--- src/rtl/gearbox_pkg.sv ---
// Shared constants and helpers for the narrow-to-wide bit gearbox.
package gearbox_pkg;
  localparam int DEF_IN_W  = 5;
  localparam int DEF_OUT_W = 16;

  // One chunk can land only while cnt < OUT_W, so the top bit sits at OUT_W+IN_W-2.
  function automatic int acc_w(input int in_w, input int out_w);
    return out_w + in_w - 1;
  endfunction

  typedef logic [$clog2(DEF_OUT_W+DEF_IN_W)-1:0] cnt_t;
endpackage

--- src/rtl/gearbox_acc.sv ---
// Accumulator datapath: LSB-first chunk insert and word-wide shift-out.
module gearbox_acc
  import gearbox_pkg::*;
#(
  parameter int IN_W  = DEF_IN_W,
  parameter int OUT_W = DEF_OUT_W,
  parameter int CNT_W = $clog2(OUT_W+IN_W),
  parameter int AW    = acc_w(IN_W, OUT_W)
) (
  input  logic             clk,
  input  logic             rst,
  input  logic             i_in_fire,
  input  logic [IN_W-1:0]  i_in_data,
  input  logic             i_out_fire,
  output logic [OUT_W-1:0] o_word,
  output logic [CNT_W-1:0] o_cnt
);
  localparam logic [CNT_W-1:0] C_IN  = CNT_W'(IN_W);
  localparam logic [CNT_W-1:0] C_OUT = CNT_W'(OUT_W);

  logic [AW-1:0]    r_acc;
  logic [CNT_W-1:0] r_cnt;
  logic [AW-1:0]    w_ins;

  // Bits at index >= cnt are always zero, so an OR places the chunk exactly.
  assign w_ins = AW'(i_in_data) << r_cnt;

  always_ff @(posedge clk or negedge rst) begin
    if (!rst) begin
      r_acc <= '0;
      r_cnt <= '0;
    end else if (i_in_fire) begin
      r_acc <= r_acc | w_ins;
      r_cnt <= r_cnt + C_IN;
    end else if (i_out_fire) begin
      r_acc <= r_acc >> OUT_W;
      r_cnt <= (r_cnt >= C_OUT) ? r_cnt - C_OUT : '0;
    end
  end

  assign o_word = r_acc[OUT_W-1:0] & ~({OUT_W{1'b1}} << r_cnt);
  assign o_cnt  = r_cnt;
endmodule

--- src/rtl/bit_gearbox_unpacker.sv ---
// Narrow-to-wide bit gearbox: handshake and flush control around gearbox_acc.
module bit_gearbox_unpacker
  import gearbox_pkg::*;
#(
  parameter  int IN_W  = DEF_IN_W,
  parameter  int OUT_W = DEF_OUT_W,
  localparam int CNT_W = $clog2(OUT_W+IN_W)
) (
  input  logic             clk,
  input  logic             rst,
  input  logic [IN_W-1:0]  in_data,
  input  logic             in_valid,
  output logic             in_ready,
  output logic [OUT_W-1:0] out_data,
  output logic             out_valid,
  input  logic             out_ready,
  output logic [CNT_W-1:0] out_bits,
  output logic             out_last,
  input  logic             flush_req,
  output logic             flush_done
);
  localparam logic [CNT_W-1:0] C_OUT = CNT_W'(OUT_W);

  logic             r_pend, r_done;
  logic [CNT_W-1:0] w_cnt;
  logic [OUT_W-1:0] w_word;
  logic             w_in_rdy, w_out_vld, w_in_fire, w_out_fire, w_drained;

  gearbox_acc #(.IN_W(IN_W), .OUT_W(OUT_W), .CNT_W(CNT_W)) u_acc (
    .clk        (clk),
    .rst        (rst),
    .i_in_fire  (w_in_fire),
    .i_in_data  (in_data),
    .i_out_fire (w_out_fire),
    .o_word     (w_word),
    .o_cnt      (w_cnt)
  );

  // in_ready and out_valid are disjoint, so the accumulator never inserts and shifts together.
  assign w_in_rdy   = (w_cnt < C_OUT) && !r_pend;
  assign w_out_vld  = (w_cnt >= C_OUT) || (r_pend && (w_cnt != '0));
  assign w_in_fire  = in_valid && w_in_rdy;
  assign w_out_fire = w_out_vld && out_ready;
  assign w_drained  = r_pend && ((w_cnt == '0) || (w_out_fire && (w_cnt <= C_OUT)));

  always_ff @(posedge clk or negedge rst) begin
    if (!rst) begin
      r_pend <= 1'b0;
      r_done <= 1'b0;
    end else begin
      r_done <= w_drained;
      if (r_pend) begin
        if (w_drained) r_pend <= 1'b0;
      end else if (flush_req) begin
        r_pend <= 1'b1;
      end
    end
  end

  assign in_ready   = w_in_rdy;
  assign out_valid  = w_out_vld;
  assign out_data   = w_word;
  assign out_bits   = (w_cnt >= C_OUT) ? C_OUT : w_cnt;
  assign out_last   = r_pend && w_out_vld && (w_cnt <= C_OUT);
  assign flush_done = r_done;
endmodule
--- config.mk ---
export PLATFORM = sky130hd
export DESIGN_NAME = bit_gearbox_unpacker
export DESIGN_NICKNAME = d
export VERILOG_FILES = /design/src/rtl/gearbox_pkg.sv /design/src/rtl/gearbox_acc.sv /design/src/rtl/bit_gearbox_unpacker.sv
export SDC_FILE = /design/constraint.sdc
export NUM_CORES = 1
export LEC_CHECK = 0
export BUFFER_PORTS_ARGS = -buffer_cell sky130_fd_sc_hd__clkbuf_2
export CAP_MARGIN = 20
export CORE_AREA = 2 2 69 71
export CTS_CLUSTER_DIAMETER = 60
export DETAILED_ROUTE_END_ITERATION = 6
export DIE_AREA = 0 0 71 73
export PLACE_DENSITY = 0.62
export SYNTH_ARGS = -nofsm -noshare
export SYNTH_HDL_FRONTEND = slang
export SYNTH_SLANG_ARGS = --single-unit
--- constraint.sdc ---
create_clock -name clk -period 4.2 [get_ports clk]
set_input_delay 0 -clock clk [delete_from_list [all_inputs] [get_ports clk]]
set_output_delay 0 -clock clk [all_outputs]
set_load 0.005 [all_outputs]
==> summary.md, run 1 <==
| Metric | Value |
|---|---|
| Per-cell routed wire length | `15.9 um` |
| Total power | `1290 uW` |
| Final Critical Period | `2.70 ns` |
| Max stage delay cell, worst path | `a31oi_4` |
| CP cell instances | `inv_1 -> ha_1 -> or3b_1 -> a31oi_4 -> nor2_1 -> o31ai_1` |
| Crit Path Class | `reg -> reg` |
| WL met1 | `~2200 um` |
| TritonCTS clock tree | `done` |
| Worst setup path endpoint | `u_acc.o_cnt[1]` |
| Clock root buffer | `clkbuf_8` |
| Switching share of power | `about 46%` |
| Largest net degree at the start of global routing | `28` |
| WP data required | `roughly 4.4 ns` |
| Setup violators final | `0` |
| Number of global-route vias before repair | `~1,400` |
| Uppermost layer routed | `met4` |
| Leak | `0.000888 uW` |
| Ant. Diodes | `0` |
| Final nets | `between 200 and 250` |
| RSZ-0062 raised after global routing | `false` |
| # clock sinks | `27` |
| Initial Utilization | `a little under two fifths` |
| HPWL after DPL | `3120 um` |
| Die area | `a little over 0.005 mm^2` |
| Number of fill cells | `~450` |
| Least-Margin Pin Slew | `0.796 ns` |
| Cts repair resizes | `0` |
| GRT Util Overall | `18.3%` |
| Row Count | `25` |
| Netlist cell types | `48` |
| FFs w/ async S/R, synth | `100%` |
| DRT Wirelength | `4420 um` |
| Worst hold slack | `about 0.032 ns` |
| Dominant synthesized flop cell | `dfrtp_1` |
| Max-slew violation count | `0` |
| EDFF count, synth | `0` |
| # port buffers | `34` |
| Area Overhead vs Synth | `13.1%` |
| Num CTS Buffers | `3` |
| Syn_nets | `between 200 and 250` |
| Clk pwr share | `about an eighth` |
| Num ports | `35` |
| P per Cell Area | `around 660 mW/mm^2` |
| Clock transition at the registers of the reported paths | `~0.10 ns` |
| Flop pwr share | `roughly two fifths` |
| Metal3 WL | `256 um` |
| Fin util | `between 40% and 50%` |
| Slew HR | `46.9%` |
| Core outline area | `between 0.004 and 0.005 mm^2` |
| Hold Path Class | `in -> reg` |
| H-tree levels | `1` |
| 1st-pass router iterations | `4` |
| Ys Warns | `0` |
| WP buf/inv | `1` |
| Share of layout cells above drive strength 1 | `21.4%` |
| TNS Setup | `0 ns` |
| Grt ovf | `0` |
| Crit path DAT | `a little under 3 ns` |
| Register-to-Register Setup Slack | `between 1.5 and 2 ns` |
| Via density | `between 5 and 6` |
| Run status | `completed` |
| Initial antenna violation count | `0` |
| Logic gate share of total power | `~48%` |
| Reg2reg end | `u_acc.o_cnt[1]` |
| Wire length on met2 | `between 1500 and 2000 um` |
| DR iter-0 viols | `roughly 120` |
| Final period util | `64.2%` |
| CP Launch Point | `u_acc.o_cnt[1]` |
| Peak VDD IR | `225 uV` |
| Delay-heaviest family, CP | `compound AO/OA/AOI/OAI gates` |
| Register bit total from synthesis | `27` |
| Gpl congestion | `around 0.87` |
| Clock Skew | `around 0.0093 ns` |
| Die X | `between 70 and 80 um` |
| DR DRC count | `0` |
| Sequential share of the synthesized area | `a little under 40%` |
| Cell count of the worst reg-to-reg path | `6` |
| Die height | `around 73 um` |
| Post-Syn Instances | `198` |
| Antenna viol nets, final | `0` |
| Stages on worst setup path | `6` |
| Worst setup EP type | `register` |
| Hold Fails Final Rpt | `0` |
| Max Freq | `371 MHz` |
| Crit start category | `register` |
| Net Sw Power | `slightly below 600 uW` |
| Via count | `between 1,500 and 2,000` |
| Crit path max fanout | `26` |
| P_int | `roughly 700 uW` |
| Worst R2R Start | `u_acc.o_cnt[1]` |
| Post-Synthesis Cell Area | `around 0.0017 mm^2` |
| Final cell count without fillers | `approximately 280` |
| CP max stage delay | `0.67 ns` |
| Clock buffer depth | `2` |
| Clk Latency, worst-skew pair | `around 0.29 ns` |
| Placed Cells | `roughly 270` |
| Synthesized area per cell | `8.76 um^2` |
| Max cap viols | `0` |
| First-pass GRT wire length | `7330 um` |
==> per-layer routing <==
layer / vias up / GRT usage [%]
met5: - / 0
met4: 0 / 5.66
met3: 5 / 3.31
met2: 52 / 28.2
met1: 728 / 26.1
li1: 750 / -
==> worst min-delay path by stage <==
stage | startpoint | endpoint | cells after the start
finish | in_data[4] | u_acc.r_acc[19] | 2
global route | in_data[4] | u_acc.r_acc[19] | 2
CTS | in_data[4] | u_acc.r_acc[19] | 2
detailed placement | rst | u_acc.r_acc[15] | 1
global placement | rst | u_acc.r_acc[15] | 1
floorplan | rst | flush_done | 0
==> sequential cells by signal (all words and copies together) (netlist names) <==
name	cells
r_pend	1
u_acc.r_acc	20
flush_done	1
u_acc.o_cnt	5
==> cell usage after synthesis, types with 2 or more instances <==
cell	number	area [um^2]
o22ai_1	2	12.5
o21a_1	3	22.5
buf_6	3	33.8
buf_1	3	11.3
or3b_1	2	17.5
and2_1	4	25.0
a31oi_1	3	18.8
ha_1	4	50.1
nor2_1	24	90.1
o31ai_1	2	15.0
dfrtp_1	27	676
inv_1	6	22.5
nand3b_1	2	15.0
or4b_2	2	20.0
o21ai_0	13	65.1
a32o_1	3	30.0
buf_2	6	30.0
mux2i_1	6	60.1
nor2b_1	6	37.5
nand2_1	20	75.1
clkbuf_1	2	7.51
a21boi_0	7	52.6
a22o_1	2	17.5
a21oi_1	15	75.1
xnor2_1	2	17.5
nor3_1	4	20.0
nand3_1	3	15.0
nand2b_1	2	12.5
==> kinds of logic after synthesis <==
family | count (synthesis) | share of synthesized area, %
compound gates | 59 | 23.0
xor+xnor | 2 | 1.01
fa+ha+maj | 5 | 3.46
buf+inv | 22 | 6.71
flops | 27 | 39.0
mux | 7 | 4.11
simple gates | 76 | 22.7
==> final cells by class <==
cell class                 instances  area [um^2]  area share (%)
inverter                           7         26.3            1.34
clock inverter                     1         7.51           0.383
tap                               54         67.6            3.45
timing repair buffer              37          200            10.2
sequential                        27          676            34.5
clock buffer                       3         41.3            2.11
multi-input combinational        149          942            48.1
==> stage by stage <==
| stage | instance area (um^2) | worst slack, ns |
|---|---|---|
| detailed placement | 1880 | 1.50 |
| global placement | 1880 | 1.60 |
| CTS | 1960 | 1.50 |
| finish | 1960 | 1.50 |
| floorplan | 1730 | 1.98 |
| global route | 1960 | 1.26 |
==> power by group through the flow <==
stage,Sequential [uW],Combinational [uW],Clock (uW)
2_1_floorplan,404,546,0
3_3_place_gp,507,617,0
3_5_place_dp,510,620,0
4_1_cts,505,623,164
5_1_grt,533,692,174
6_report,507,617,161
==> worst reg2reg max path: stages (launching register included) <==
cell,delay [ns]
dfrtp_1,0.58
inv_1,0.25
ha_1,0.24
or3b_1,0.48
a31oi_4,0.67
nor2_1,0.16
o31ai_1,0.22
==> cell usage in the layout (no fill, tap or decap), drive strengths merged, types with 6 or more instances in the layout <==
| master | netlist | layout |
|---|---|---|
| o21ai | 15 | 15 |
| a21oi | 16 | 16 |
| mux2i | 6 | 6 |
| nor2b | 6 | 6 |
| inv | 6 | 6 |
| a21boi | 7 | 7 |
| clkbuf | 2 | 37 |
| nand2 | 20 | 20 |
| nor2 | 24 | 24 |
| dfrtp | 27 | 27 |
==> timing repair <==
action,CTS,global route
hold endpoints to repair,29,0
hold buffers,3,0
buffers inserted,0,0
(Power assumes the default switching activity.)
==> inputs of run 2 (changes only) <==
- PLACE_DENSITY: 0.62 -> 0.65
- clock period: 4.2 -> 2.18 ns (I/O delays scaled with it)
==> summary.md, run 2 (synthesized netlist as in run 1, its figures left out) <==
| Metric | Value |
|---|---|
| Final period util | `just over 90%` |
| Hold Fails Final Rpt | `0 (unchanged)` |
| Slew HR | `53.1% (was 46.9%)` |
| Crit path DAT | `2.01 ns (was 2.90 ns)` |
| Grt ovf | `0 (unchanged)` |
| RSZ-0062 raised after global routing | `false (unchanged)` |
| DRT Wirelength | `4530 um (was 4420 um)` |
| CP cell instances | `buf_4 -> clkinv_1 -> ha_1 -> nand2b_1 -> a21boi_0 -> clkbuf_2 (was inv_1 -> ha_1 -> or3b_1 -> a31oi_4 -> nor2_1 -> o31ai_1)` |
| Antenna viol nets, final | `0 (unchanged)` |
| DR iter-0 viols | `110 (was 115)` |
| Die height | `73 um (unchanged)` |
| Area Overhead vs Synth | `19.0% (was 13.1%)` |
| Row Count | `25 (unchanged)` |
| Clk Latency, worst-skew pair | `0.28 ns (was 0.29 ns)` |
| Die area | `0.00518 mm^2 (unchanged)` |
| WP buf/inv | `3 (was 1)` |
| Cell count of the worst reg-to-reg path | `7 (was 6)` |
| Setup violators final | `0 (unchanged)` |
| Reg2reg end | `u_acc.r_acc[9] (was u_acc.o_cnt[1])` |
| Post-layout instance area | `0.00206 mm^2 (was 0.00196 mm^2)` |
| Crit path max fanout | `23 (was 26)` |
| WP data required | `2.18 ns (was 4.41 ns)` |
| Initial antenna violation count | `0 (unchanged)` |
| Clock Skew | `0.0119 ns (was 0.00933 ns)` |
| Clock transition at the registers of the reported paths | `0.11 ns (was 0.10 ns)` |
| Stages on worst setup path | `6 (unchanged)` |
| Delay-heaviest family, CP | `buffers and inverters (was compound AO/OA/AOI/OAI gates)` |
| Hold Path Class | `in -> reg (unchanged)` |
| Initial Utilization | `38.2% (unchanged)` |
| GRT Util Overall | `18.2% (was 18.3%)` |
| Worst R2R Start | `u_acc.o_cnt[1] (unchanged)` |
| Max stage delay cell, worst path | `dfrtp_1 (was a31oi_4)` |
| Die X | `71 um (unchanged)` |
| TNS Setup | `0 ns (unchanged)` |
| CP max stage delay | `0.35 ns (was 0.67 ns)` |
| Total power | `2630 uW (was 1290 uW)` |
| Largest Register | `u_acc.r_acc (unchanged)` |
| Placed inst area | `0.00198 mm^2 (was 0.00188 mm^2)` |
| Peak VDD IR | `511 uV (was 225 uV)` |
| Largest net degree at the start of global routing | `28 (unchanged)` |
| Commonest cells after routing, fill and taps aside | `clkbuf_2 (34), dfrtp_1 (27), nor2_1 (24), nand2_1 (20), a21oi_1 (15) (unchanged)` |
| Crit Path Class | `reg -> out (was reg -> reg)` |
| Num ports | `35 (unchanged)` |
| Number of global-route vias before repair | `1,477 (was 1,416)` |
| Post CTS Setup Buffer Count | `0 (unchanged)` |
| Final nets | `252 (was 239)` |
| # port buffers | `34 (unchanged)` |
| Share of layout cells above drive strength 1 | `26.2% (was 21.4%)` |
| Max-slew violation count | `0 (unchanged)` |
| P per Cell Area | `1270 mW/mm^2 (was 656 mW/mm^2)` |
| Leak | `0.000958 uW (was 0.000888 uW)` |
| Ant. Diodes | `0 (unchanged)` |
| Core outline area | `0.00454 mm^2 (unchanged)` |
| Final Critical Period | `around 2 ns` |
| 1st-pass router iterations | `4 (unchanged)` |
| Per-cell routed wire length | `15.6 um (was 15.9 um)` |
| Least-Margin Pin Slew | `0.703 ns (was 0.796 ns)` |
| Worst setup EP type | `primary output (was register)` |
| Worst setup path endpoint | `out_data[10] (was u_acc.o_cnt[1])` |
| Register area | `676 um^2 (unchanged)` |
| # clock sinks | `27 (unchanged)` |
| Clock buffer depth | `2 (unchanged)` |
| CP Launch Point | `u_acc.o_cnt[2] (was u_acc.o_cnt[1])` |
| DR DRC count | `0 (unchanged)` |
| Commonest non-fill, non-tap cell in the layout | `clkbuf_2 (unchanged)` |
| Max Freq | `between 400 and 500 MHz` |
| Num CTS Buffers | `3 (unchanged)` |
| Number of fill cells | `465 (was 451)` |
| Register-to-Register Setup Slack | `0.19 ns (was 1.50 ns)` |
| H-tree levels | `1 (unchanged)` |
| Clock root buffer | `clkbuf_8 (unchanged)` |
| Via density | `5.41 (was 5.52)` |
| Gpl congestion | `0.861 (was 0.872)` |
| Max cap viols | `0 (unchanged)` |
| First-pass GRT wire length | `7350 um (was 7330 um)` |
| TritonCTS clock tree | `done (unchanged)` |
| Number of flip-flops in the largest register | `20 (unchanged)` |
| Via count | `1,573 (was 1,535)` |
| Run status | `completed (unchanged)` |
| Crit start category | `register (unchanged)` |
| HPWL after DPL | `3300 um (was 3120 um)` |
| Area of the multi-input gates | `942 um^2 (unchanged)` |
| Worst hold slack | `0.0200 ns (was 0.0320 ns)` |
run 2: changes by cell type in the layout (fill, tap and decap cells not counted), sizes merged:
cell	delta
inv	+1
buf	+13
clkinvlp	-1
run 2: cell type report:
class                           instances  share of cell area [%]
Clock inverter                          1                   0.424
Inverter                                7                    1.27
Timing Repair Buffer                   50                    14.6
Clock buffer                            3                    2.00
Tap cell                               54                    3.27
Sequential cell                        27                    32.7
Multi-Input combinational cell        149                    45.7
run 2: repair_timing:
action,4_1_cts,5_1_grt
endpoints found under the hold margin,29,0
hold buffers,3,0
setup endpoints to repair,0,1
resized for setup,0,1
run 2: layer usage:
| layer | track usage (%) | share of wire [%] | vias up |
|---|---|---|---|
| met5 | 0 | 0 | - |
| met4 | 6.71 | 0.95 | 0 |
| met3 | 2.49 | 5.0 | 2 |
| met2 | 28.7 | 47 | 44 |
| met1 | 25.5 | 47 | 753 |
| li1 | - | - | 774 |
run 2: where the power goes:
part | total, uW | internal [uW] | switching, uW
clock | 312 | 135 | 177
combinational | 1520 | 642 | 877
sequential | 796 | 683 | 112
run 2: through the flow:
step           utilization (%)  setup WS (ns)  instances
6_report                  45.5          0.172        291
2_1_floorplan                -        0.00875        198
3_3_place_gp              43.6          0.241        284
3_5_place_dp              43.6          0.137        284
4_1_cts                   45.4          0.115        291
5_1_grt                   45.5        0.00336        291
run 2: worst min-delay path by stage:
| stage | startpoint | end | slack (ns) | cells past startpoint |
|---|---|---|---|---|
| global route | in_data[4] | u_acc.r_acc[19] | 0.02 | 2 |
| detailed placement | rst | u_acc.r_acc[19] | 0.08 | 1 |
| CTS | in_data[4] | u_acc.r_acc[19] | 0.02 | 2 |
| finish | in_data[4] | u_acc.r_acc[19] | 0.02 | 2 |
| floorplan | rst | flush_done | -0.30 | 0 |
| global placement | rst | u_acc.r_acc[19] | 0.09 | 1 |
